`config.mk`:
```
export PLATFORM = sky130hd
export DESIGN_NAME = ysyx_22041071_axi_rd_arb
export DESIGN_NICKNAME = d
export VERILOG_FILES = /design/src/rtl/ysyx_22041071_axi_rd_arb.sv
export SDC_FILE = /design/constraint.sdc
export NUM_CORES = 1
export LEC_CHECK = 0
export ABC_CLOCK_PERIOD_IN_PS = 4080
export BUFFER_PORTS_ARGS = -buffer_cell sky130_fd_sc_hd__buf_2
export CORE_AREA = 2 2 172 174
export DETAILED_ROUTE_END_ITERATION = 8
export DIE_AREA = 0 0 174 176
export MAX_ROUTING_LAYER = met4
export SYNTH_ARGS = -nofsm -noshare
export SYNTH_HDL_FRONTEND = slang
export SYNTH_SLANG_ARGS = --single-unit
```
`constraint.sdc`:
```
create_clock -name clk -period 4.08 [get_ports clk]
set_input_delay 1.224 -clock clk [delete_from_list [all_inputs] [get_ports clk]]
set_output_delay 1.224 -clock clk [all_outputs]
set_load 0.05 [all_outputs]
```
`src/rtl/ysyx_22041071_axi_rd_arb.sv`:
```
// Read-channel arbiter sharing one AXI read bridge between IF (requester 0) and MEM (requester 1).
// Define YSYX_22041071_ARB_RR_EN for round-robin; otherwise MEM wins ties.
module ysyx_22041071_axi_rd_arb #(
  parameter int ADDR_W = 64,
  parameter int DATA_W = 64,
  parameter int LEN_W  = 8,
  parameter int ID_W   = 4
) (
  input  logic              clk,
  input  logic              reset,
  input  logic              if_req_valid,
  output logic              if_req_ready,
  input  logic [ADDR_W-1:0] if_addr,
  input  logic [LEN_W-1:0]  if_len,
  input  logic [1:0]        if_size,
  output logic              if_rsp_valid,
  output logic [DATA_W-1:0] if_rsp_data,
  output logic [1:0]        if_rsp_resp,
  output logic              if_rsp_last,
  input  logic              mem_req_valid,
  output logic              mem_req_ready,
  input  logic [ADDR_W-1:0] mem_addr,
  input  logic [LEN_W-1:0]  mem_len,
  input  logic [1:0]        mem_size,
  output logic              mem_rsp_valid,
  output logic [DATA_W-1:0] mem_rsp_data,
  output logic [1:0]        mem_rsp_resp,
  output logic              mem_rsp_last,
  output logic              m_ar_valid,
  input  logic              m_ar_ready,
  output logic [ID_W-1:0]   m_ar_id,
  output logic [ADDR_W-1:0] m_addr,
  output logic [LEN_W-1:0]  m_len,
  output logic [1:0]        m_size,
  output logic              m_r_ready,
  input  logic              m_r_valid,
  input  logic [DATA_W-1:0] m_r_data,
  input  logic [1:0]        m_r_resp,
  input  logic              m_r_last,
  input  logic [ID_W-1:0]   m_r_id,
  output logic              arb_err
);

  localparam logic [1:0] S_IDLE = 2'd0;
  localparam logic [1:0] S_ADDR = 2'd1;
  localparam logic [1:0] S_DATA = 2'd2;

  logic [1:0]        state_q, state_d;
  logic              ar_valid_q, ar_valid_d;
  logic [ADDR_W-1:0] addr_q, addr_d;
  logic [LEN_W-1:0]  len_q, len_d;
  logic [1:0]        size_q, size_d;
  logic              owner_q, owner_d;
  logic [LEN_W-1:0]  cnt_q, cnt_d;
  logic              err_q, err_d;

  logic gnt_if, gnt_mem;

`ifdef YSYX_22041071_ARB_RR_EN
  // last_grant_q: 0 = IF won last, 1 = MEM won last; the other side wins a tie.
  logic last_grant_q;

  assign gnt_mem = mem_req_valid & (~if_req_valid | ~last_grant_q);
  assign gnt_if  = if_req_valid & (~mem_req_valid | last_grant_q);

  always_ff @(posedge clk or posedge reset) begin
    if (reset) begin
      last_grant_q <= 1'b0;
    end else if (mem_req_ready | if_req_ready) begin
      last_grant_q <= mem_req_ready;
    end
  end
`else
  assign gnt_mem = mem_req_valid;
  assign gnt_if  = if_req_valid & ~mem_req_valid;
`endif

  logic            accept;
  logic            beat;
  logic            id_bad;
  logic [ID_W-1:0] owner_id;
  logic [1:0]      routed_resp;

  assign if_req_ready  = (state_q == S_IDLE) & gnt_if;
  assign mem_req_ready = (state_q == S_IDLE) & gnt_mem;
  assign accept        = if_req_ready | mem_req_ready;

  assign owner_id    = ID_W'(owner_q);
  assign beat        = (state_q == S_DATA) & m_r_valid;
  assign id_bad      = (m_r_id != owner_id);
  assign routed_resp = id_bad ? 2'b10 : m_r_resp;

  // Response fields are zeroed for the non-owner so idle outputs stay at 0.
  assign if_rsp_valid  = beat & ~owner_q;
  assign if_rsp_data   = if_rsp_valid ? m_r_data : '0;
  assign if_rsp_resp   = if_rsp_valid ? routed_resp : 2'b00;
  assign if_rsp_last   = if_rsp_valid & m_r_last;
  assign mem_rsp_valid = beat & owner_q;
  assign mem_rsp_data  = mem_rsp_valid ? m_r_data : '0;
  assign mem_rsp_resp  = mem_rsp_valid ? routed_resp : 2'b00;
  assign mem_rsp_last  = mem_rsp_valid & m_r_last;

  assign m_ar_valid = ar_valid_q;
  assign m_ar_id    = owner_id;
  assign m_addr     = addr_q;
  assign m_len      = len_q;
  assign m_size     = size_q;
  assign m_r_ready  = (state_q == S_DATA);
  assign arb_err    = err_q;

  always_comb begin
    state_d    = state_q;
    ar_valid_d = ar_valid_q;
    addr_d     = addr_q;
    len_d      = len_q;
    size_d     = size_q;
    owner_d    = owner_q;
    cnt_d      = cnt_q;
    err_d      = err_q;
    case (state_q)
      S_IDLE: begin
        if (accept) begin
          addr_d     = mem_req_ready ? mem_addr : if_addr;
          len_d      = mem_req_ready ? mem_len  : if_len;
          size_d     = mem_req_ready ? mem_size : if_size;
          owner_d    = mem_req_ready;
          cnt_d      = '0;
          ar_valid_d = 1'b1;
          state_d    = S_ADDR;
        end
      end
      S_ADDR: begin
        if (ar_valid_q && m_ar_ready) begin
          ar_valid_d = 1'b0;
          state_d    = S_DATA;
        end
      end
      S_DATA: begin
        if (m_r_valid) begin
          cnt_d = cnt_q + LEN_W'(1);
          if (id_bad) err_d = 1'b1;
          // Length mismatches are flagged, but only m_r_last ends the burst.
          if (m_r_last) begin
            if (cnt_q != len_q) err_d = 1'b1;
            state_d = S_IDLE;
          end else if (cnt_q == len_q) begin
            err_d = 1'b1;
          end
        end
      end
      default: state_d = S_IDLE;
    endcase
  end

  always_ff @(posedge clk or posedge reset) begin
    if (reset) begin
      state_q    <= S_IDLE;
      ar_valid_q <= 1'b0;
      addr_q     <= '0;
      len_q      <= '0;
      size_q     <= 2'b00;
      owner_q    <= 1'b0;
      cnt_q      <= '0;
      err_q      <= 1'b0;
    end else begin
      state_q    <= state_d;
      ar_valid_q <= ar_valid_d;
      addr_q     <= addr_d;
      len_q      <= len_d;
      size_q     <= size_d;
      owner_q    <= owner_d;
      cnt_q      <= cnt_d;
      err_q      <= err_d;
    end
  end

endmodule

```
==> flow_summary.yaml, run 1 <==
status:
  status: "finished clean"
clock_tree:
  cts_resized: 0
  htreeDepth: 3
  path_clk_slew_ns: 0.07
  post_cts_buffers: 0
  ctsHoldBuffers: 0
  cts_root_buf: "clkbuf_16"
  clock_insertion_delay_worst_skew_ns: 0.35
  cts.sinks: 87
  cts_inserted_buffers: 9
  cts_tree: "yes"
  clock_tree.buffer_depth: 2
final_layout:
  synthToLayoutAreaGrowth_pct: 65.3
  fillers: 3080
  drive_gt1_share_pct: 48.2
  fin_nets: 1209
  postLayoutCellArea_um2: 8490
  final_util_pct: 29.7
  stdcell_count: 1373
timing:
  fmax_ghz: 0.262
  slew_headroom_pct: 38.3
  clock_skew_ns: 0.00880
  min_period_over_period_pct: 93.5
  slew_viol_final: 0
  final.setup.worst_slack_ns: 0.264
  final.setup.tns_ns: 0
  post-route-min-period_ns: 3.82
  rsz0062_at_grt: "no"
  setup_violations: 0
  hold_slack_ns: 0.538
  worst_slew_pin_slew_ns: 0.925
  hold_viol_final: 0
global_route:
  grt_start_max_net_pins: 80
  grt.total_usage_pct: 14.9
  grt_pass1_wl_mm: 33.1
  grt_pass1_vias: 5184
  antenna_found_initial: 4
  grt_overflow: 0
synthesis:
  ys_ff_latch: 87
  netlist.top_cell.by_area: "dfrtp_1"
  yosysMostFrequentCell: "and2_1"
  synth_cells: 566
  ys_top_cells_by_area: "dfrtp_1 (42%), and2_1 (16%), mux2i_1 (15%), nand2_1 (6.0%), o21ai_0 (3.8%)"
  synth_flop_cell: "dfrtp_1"
  ys_top_cells_by_count: "and2_1 (130), dfrtp_1 (87), nand2_1 (82)"
  synth_simple_gate_area_share_pct: 26.3
  synthAdderAreaFrac_pct: 0.243
  synth_edf_count: 0
  syn_area_um2: 5140
  synthDominantCellAreaShare_pct: 42.4
  muxShareOfSynthArea_pct: 14.6
  synth_top_family_by_area: "simple AND/OR/NAND/NOR gates"
  yosys_warnings: 0
  synthArstFlopShare_pct: 100
  ys_seq_area_share_pct: 42.4
  synth-xor-area-share_pct: 2.39
  synth_cell_types: 36
  synth_compound_area_share_pct: 9.01
  syn_area_per_cell_um2: 9.08
placed_design:
  dp_hpwl_mm: 19.0
  gp_congestion: 0.836
  port_buffers: 440
  post_dp_cell_area_um2: 8180
  pre_cts_slack_ns: 0.155
  place_inst: 1356
routing:
  postRouteAntennaNets: 0
  wirelength_mm: 23.1
  drc_errors: 0
  first_iter_violations: 217
  first_pass_iters: 4
  vias_per_cell: 4.03
  routed-via-count: 5538
  wl_per_cell_um: 16.8
critical_path:
  cpLargestDelayFamily: "buffers and inverters"
  crit_buf_inv: 3
  path_cells: "buf_2, xor2_1, nor4_1, buf_4, nand2_1, nor3_2, buf_2"
  critPathArrivalTime_ns: 2.59
  crit_top_cell: "buf_2"
  slowest_delay_ns: 0.38
  startpoint_type: "input port"
  cp_slowest_cell: "nor4_1"
  endpoint_kind: "primary output"
  path_class: "input port to primary output"
  crit_fanout: 4
  critPathRequiredTime_ns: 2.86
power:
  leakagePower_nw: 4.25
  ir_worst_vdd_mv: 0.436
  finalPower_mw: 5.84
  p_per_area_nw_per_um2: 687
floorplanning:
  die_area_um2: 30600
  coreArea_um2: 28500
  pin_count: 444
  start_util_pct: 18.0
  dieHeight_um: 176
  rows: 62
  chipWidth_um: 174
run:
  drv_cap: 0
min_path:
  hp-class: "register to register"
-- cells by family (layout without fill, tap and decap cells) --
family / count (synthesis) / count (layout)
buf+inv: 52 / 472
compound gates: 87 / 87
fa+ha+maj: 1 / 1
other cells: 1 / 4
xor+xnor: 14 / 14
mux: 75 / 75
simple gates: 249 / 249
flops: 87 / 87
-- layout by cell type (no fill, tap or decap), types with 9 or more instances in the layout --
master / netlist / final
buf_12: 0 / 33
buf_4: 11 / 9
o21ai_0: 39 / 39
xnor2_1: 13 / 13
nand2_1: 82 / 82
o21ai_1: 38 / 38
mux2i_1: 75 / 75
and2_1: 130 / 130
clkbuf_16: 0 / 9
nor2_1: 11 / 10
buf_2: 13 / 408
dfrtp_1: 87 / 87
-- area by class of cell --
| class | count | area, um^2 | area share, % |
|---|---|---|---|
| sequential | 87 | 2180 | 25.6 |
| inverter | 6 | 25.0 | 0.295 |
| multi-input combinational | 429 | 2730 | 32.2 |
| antenna | 1 | 2.50 | 0.0295 |
| clock buffer | 9 | 225 | 2.65 |
| timing repair buffer | 450 | 2770 | 32.6 |
| tap | 384 | 480 | 5.66 |
| clock inverter | 7 | 80.1 | 0.943 |
-- state kept, by name (all words and copies together), names as in the netlist --
signal and count:
arb_err 1, cnt_q 8, m_addr 64, m_ar_valid 1, m_len 8, m_size 2
owner_q 1, state_q 2
-- where the power goes --
group	switching (mW)	internal [mW]	leakage, nW
Clock	0.393	0.484	0.148
Combinational	2.49	0.901	3.03
Sequential	0.309	1.26	1.07
Total	3.20	2.64	4.25
-- per-layer routing --
layer | GRT usage [%] | wire, um | vias up
met2 | 27.1 | 12100 | 273
li1 | - | - | 2703
met3 | 2.52 | 1380 | 15
met1 | 17.2 | 9300 | 2547
met5 | - | 0 | -
met4 | 3.33 | 251 | 0
-- path summary, 6_finish.rpt --
check                           cells past startpoint                     end              startpoint  slack, ns
worst max-delay path                                7          if_rsp_resp[0]               m_r_id[0]       0.26
min in group asynchronous                           2  m_addr[26]$_DFFE_PP0P_                   reset       1.02
worst max register to register                      5  m_addr[34]$_DFFE_PP0P_  state_q[0]$_DFFE_PP0P_       1.26
worst min-delay path                                1  m_ar_valid$_DFFE_PP0P_  m_ar_valid$_DFFE_PP0P_       0.54
max in group asynchronous                           3  m_ar_valid$_DFFE_PP0P_                   reset       2.23
worst min register to register                      1  m_ar_valid$_DFFE_PP0P_  m_ar_valid$_DFFE_PP0P_       0.54
(Power assumes the default switching activity.)
==> inputs of run 2 (changes only) <==
--- a/config.mk
+++ b/config.mk
@@ -6,10 +6,10 @@
 export NUM_CORES = 1
 export LEC_CHECK = 0
 export ABC_CLOCK_PERIOD_IN_PS = 4080
-export BUFFER_PORTS_ARGS = -buffer_cell sky130_fd_sc_hd__buf_2
-export CORE_AREA = 2 2 172 174
+export CORE_AREA = 2 2 175 177
 export DETAILED_ROUTE_END_ITERATION = 8
-export DIE_AREA = 0 0 174 176
+export DIE_AREA = 0 0 177 179
+export DONT_BUFFER_PORTS = 1
 export MAX_ROUTING_LAYER = met4
 export SYNTH_ARGS = -nofsm -noshare
 export SYNTH_HDL_FRONTEND = slang
==> flow_summary.yaml, run 2 (synthesis results as in run 1) <==
critical_path:
  path_class: "input port to primary output"
  path_cells: "nand2_1, nor2_4, buf_4, and2_1, buf_4"
  startpoint_type: "input port"
  endpoint_kind: "primary output"
  critPathRequiredTime_ns: 2.86
  critPathArrivalTime_ns: 2.52
  crit_top_cell: "buf_4"
  crit_buf_inv: 2
  cp_slowest_cell: "nor2_4"
  crit_fanout: 43
  cpLargestDelayFamily: "simple AND/OR/NAND/NOR gates"
  slowest_delay_ns: 0.39
clock_tree:
  cts_inserted_buffers: 9
  ctsHoldBuffers: 0
  cts_resized: 0
  clock_insertion_delay_worst_skew_ns: 0.35
  post_cts_buffers: 0
  htreeDepth: 3
  path_clk_slew_ns: 0.07
  cts_root_buf: "clkbuf_16"
  cts.sinks: 87
  cts_tree: "yes"
  clock_tree.buffer_depth: 2
power:
  finalPower_mw: 5.44
  ir_worst_vdd_mv: 0.455
  leakagePower_nw: 3.02
  p_per_area_nw_per_um2: 718
floorplanning:
  coreArea_um2: 30000
  die_area_um2: 31700
  pin_count: 444
  chipWidth_um: 177
  start_util_pct: 17.1
  dieHeight_um: 179
  rows: 64
routing:
  wl_met3_mm: 1.87
  wl_met1_mm: 6.93
  vias_per_cell: 4.05
  first_pass_iters: 6
  wl_met2_mm: 11.4
  dr.max_layer_used: "met4"
  first_iter_violations: 142
  wl_per_cell_um: 19.2
  routed-via-count: 4311
  wirelength_mm: 20.5
  postRouteAntennaNets: 0
  drc_errors: 0
placed_design:
  gp_congestion: 0.832
  place_inst: 1047
  port_buffers: 0
  dp_hpwl_mm: 17.2
final_layout:
  fillers: 3183
  final_common_cell: "and2_1"
  drive_gt1_share_pct: 23.5
  synthToLayoutAreaGrowth_pct: 47.4
  fin_nets: 888
  layout_common_cells: "and2_1 (130), dfrtp_1 (87), nand2_1 (82)"
  largest_reg_flops: 64
  seq_area_um2: 2180
  multi_input_area_um2: 2740
  stdcell_count: 1065
status:
  status: "finished clean"
global_route:
  grt_pass1_wl_mm: 26.6
  grt_start_max_net_pins: 125
  grt_pass1_vias: 4072
  grt.total_usage_pct: 12.3
  grt_overflow: 0
  antenna_found_initial: 1
timing:
  worst_slew_pin_slew_ns: 0.750
  rsz0062_at_grt: "no"
  fmax_ghz: 0.267
  setup_violations: 0
  final.setup.tns_ns: 0
  min_period_over_period_pct: 91.8
  hold_viol_final: 0
  clock_skew_ns: 0.00919
  slew_headroom_pct: 48.7
  post-route-min-period_ns: 3.75
  slew_viol_final: 0
min_path:
  hp-class: "register to register"
run:
  drv_cap: 0
-- run 2: cell types whose count changed in the layout (fill, tap and decap cells not counted), sizes merged --
cell	before	now
buf	450	129
bufinv	1	0
clkinv	2	5
clkinvlp	1	0
diode	1	2
inv	9	8
-- run 2: path summary, 6_finish.rpt --
check                                            start                endpoint  slack (ns)  depth (start not counted)
worst max-delay path                         m_r_valid         if_rsp_data[16]        0.33                          5
worst min-delay path               owner_q$_DFFE_PP0P_     owner_q$_DFFE_PP0P_        0.53                          2
worst max register to register  state_q[0]$_DFFE_PP0P_  m_addr[22]$_DFFE_PP0P_        1.64                          5
worst min register to register     owner_q$_DFFE_PP0P_     owner_q$_DFFE_PP0P_        0.53                          2
max in group asynchronous                        reset  state_q[0]$_DFFE_PP0P_        2.79                          2
min in group asynchronous                        reset  m_addr[41]$_DFFE_PP0P_        0.65                          1
-- run 2: final cells by class --
| type | instances | area share, % |
|---|---|---|
| Sequential cell | 87 | 28.8 |
| Inverter | 6 | 0.330 |
| Tap cell | 396 | 6.54 |
| Clock inverter | 7 | 1.01 |
| Antenna cell | 2 | 0.0661 |
| Clock buffer | 9 | 2.97 |
| Multi-Input combinational cell | 429 | 36.1 |
| Timing Repair Buffer | 129 | 24.2 |
-- run 2: tightest hold or removal path, stage by stage (launching register included) --
cell     delay [ns]
dfrtp_1        0.35
nor2_1         0.05
nor2_1         0.09
-- run 2: stage by stage --
| step | area, um^2 | setup WS, ns | hold slack [ns] | util [%] |
|---|---|---|---|---|
| 4_1_cts | 7570 | 0.258 | 0.534 | 25.2 |
| 6_report | 7570 | 0.333 | 0.528 | 25.2 |
| 5_1_grt | 7570 | 0.185 | 0.585 | 25.2 |
| 3_3_place_gp | 7270 | 0.328 | 0.481 | 24.2 |
| 2_1_floorplan | 5150 | 0.237 | 0.515 | - |
| 3_5_place_dp | 7270 | 0.259 | 0.517 | 24.2 |
-- run 2: where the power goes --
part	leakage [nW]	total, mW	switching, mW	internal [mW]
clock network	0.146	0.817	0.386	0.431
registers	1.07	2.94	1.72	1.23
logic	1.80	1.68	1.00	0.674
-- run 2: metal layers --
layer	track usage, %	vias to the layer above
met2	23.4	265
met1	11.9	1985
met5	-	-
li1	-	2049
met3	3.73	12
met4	3.82	0
==> inputs of run 3 (changes only) <==
--- a/config.mk
+++ b/config.mk
@@ -6,11 +6,15 @@
 export NUM_CORES = 1
 export LEC_CHECK = 0
 export ABC_CLOCK_PERIOD_IN_PS = 4080
-export CORE_AREA = 2 2 175 177
+export CELL_PAD_IN_SITES_DETAIL_PLACEMENT = 1
+export CELL_PAD_IN_SITES_GLOBAL_PLACEMENT = 1
+export CORE_AREA = 2 2 174 176
 export DETAILED_ROUTE_END_ITERATION = 8
-export DIE_AREA = 0 0 177 179
+export DIE_AREA = 0 0 176 178
 export DONT_BUFFER_PORTS = 1
+export GPL_ROUTABILITY_DRIVEN = 0
 export MAX_ROUTING_LAYER = met4
+export PLACE_DENSITY_LB_ADDON = 0.1
 export SYNTH_ARGS = -nofsm -noshare
 export SYNTH_HDL_FRONTEND = slang
 export SYNTH_SLANG_ARGS = --single-unit
==> flow_summary.yaml, run 3 (synthesis results as in run 1) <==
status:
  status: "finished clean"
final_layout:
  multi_input_area_um2: 2740
  drive_gt1_share_pct: 10.8
  synthToLayoutAreaGrowth_pct: 17.4
  layout_common_cells: "and2_1 (130), dfrtp_1 (87), nand2_1 (82)"
  largest_reg_flops: 64
  final_common_cell: "and2_1"
  seq_area_um2: 2180
  antennaDiodeCount: 0
  stdcell_count: 964
  fillers: 3452
  fin_nets: 795
floorplanning:
  die_area_um2: 31300
  start_util_pct: 17.5
  dieHeight_um: 178
  chipWidth_um: 176
  rows: 63
  pin_count: 444
  coreArea_um2: 29400
timing:
  hold_viol_final: 0
  rsz0062_at_grt: "no"
  fmax_ghz: 0.273
  slew_headroom_pct: 33.9
  worst_slew_pin_slew_ns: 0.992
  final.setup.worst_slack_ns: 0.419
  min_period_over_period_pct: 89.7
  post-route-min-period_ns: 3.66
  final.setup.tns_ns: 0
  slew_viol_final: 0
  clock_skew_ns: 0.0161
  setup_violations: 0
routing:
  wl_per_cell_um: 21.9
  drc_errors: 0
  wirelength_mm: 21.1
  vias_per_cell: 4.27
  first_pass_iters: 4
  routed-via-count: 4120
  postRouteAntennaNets: 0
  first_iter_violations: 98
clock_tree:
  path_clk_slew_ns: 0.07
  post_cts_buffers: 0
  clock_tree.buffer_depth: 2
  clock_insertion_delay_worst_skew_ns: 0.36
  htreeDepth: 3
  cts_inserted_buffers: 9
  cts_tree: "yes"
  ctsHoldBuffers: 0
  cts_root_buf: "clkbuf_16"
  cts.sinks: 87
  cts_resized: 0
placed_design:
  dp_hpwl_mm: 17.2
  place_inst: 948
  port_buffers: 0
  pre_cts_slack_ns: 0.430
min_path:
  min_from: "cnt_q[0]$_DFFE_PP0P_"
  min_to: "cnt_q[0]$_DFFE_PP0P_"
  hold_depth: 1
  hp-class: "register to register"
critical_path:
  path_class: "input port to primary output"
  startpoint_type: "input port"
  reg2reg_slack_ns: 1.68
  endpoint_kind: "primary output"
  path_cells: "xor2_1, nor4_1, nor2b_1, nor2_1, buf_4"
  cp_slowest_cell: "nor4_1"
  slowest_delay_ns: 0.47
  ff2ff_path_depth: 4
  critPathArrivalTime_ns: 2.44
  crit_fanout: 4
  r2r_end: "m_addr[38]$_DFFE_PP0P_"
  critPathRequiredTime_ns: 2.86
  rr_startpoint: "state_q[0]$_DFFE_PP0P_"
power:
  leakagePower_nw: 2.33
  finalPower_mw: 5.31
  ir_worst_vdd_mv: 0.240
  p_per_area_nw_per_um2: 881
global_route:
  grt_start_max_net_pins: 113
  grt_pass1_wl_mm: 29.2
  grt_pass1_vias: 4426
  grt.total_usage_pct: 13.2
  antenna_found_initial: 0
  grt_overflow: 0
run:
  drv_cap: 0
## run 3: per-stage QoR
step | area (um^2) | hold slack (ns) | utilization (%)
floorplan | 5150 | 0.515 | -
global placement | 5720 | 0.564 | 19.5
detailed placement | 5720 | 0.559 | 19.5
CTS | 6030 | 0.575 | 20.5
global route | 6030 | 0.620 | 20.5
finish | 6030 | 0.575 | 20.5
## run 3: worst max path at each step
stage          startpoint         endpoint  slack [ns]  cells past startpoint
2_1_floorplan   m_r_id[0]   if_rsp_resp[1]        0.24                      4
3_3_place_gp    m_r_id[0]  mem_rsp_resp[1]        0.49                      5
3_5_place_dp    m_r_id[0]  mem_rsp_resp[1]        0.43                      5
4_1_cts         m_r_id[0]  mem_rsp_resp[1]        0.42                      5
5_1_grt         m_r_id[0]   if_rsp_resp[0]        0.33                      5
6_report        m_r_id[0]  mem_rsp_resp[1]        0.42                      5
## run 3: critical path: cells and delay by family
| family | cells | cell delay (ns) |
|---|---|---|
| XOR/XNOR | 1 | 0.12 |
| AND/OR/NAND/NOR | 3 | 0.89 |
| buffers and inverters | 1 | 0.20 |
## run 3: layout make-up
| cell class | instances | share of cell area (%) |
|---|---|---|
| Multi-Input combinational cell | 429 | 45.4 |
| Sequential cell | 87 | 36.1 |
| Tap cell | 390 | 8.09 |
| Timing Repair Buffer | 36 | 4.89 |
| Clock buffer | 14 | 4.54 |
| Clock inverter | 2 | 0.622 |
| Inverter | 6 | 0.415 |
## run 3: report_power, final
group	internal (mW)	switching [mW]	leakage (nW)
Sequential	1.23	1.72	1.07
Clock	0.526	0.364	0.149
Combinational	0.497	0.971	1.10
## run 3: per-layer routing
layer	track usage, %	up-vias	share of wire, %
met5	-	-	0
li1	-	1866	-
met4	3.72	0	1.2
met3	3.58	11	7.3
met2	24.5	251	55
met1	13.7	1992	37
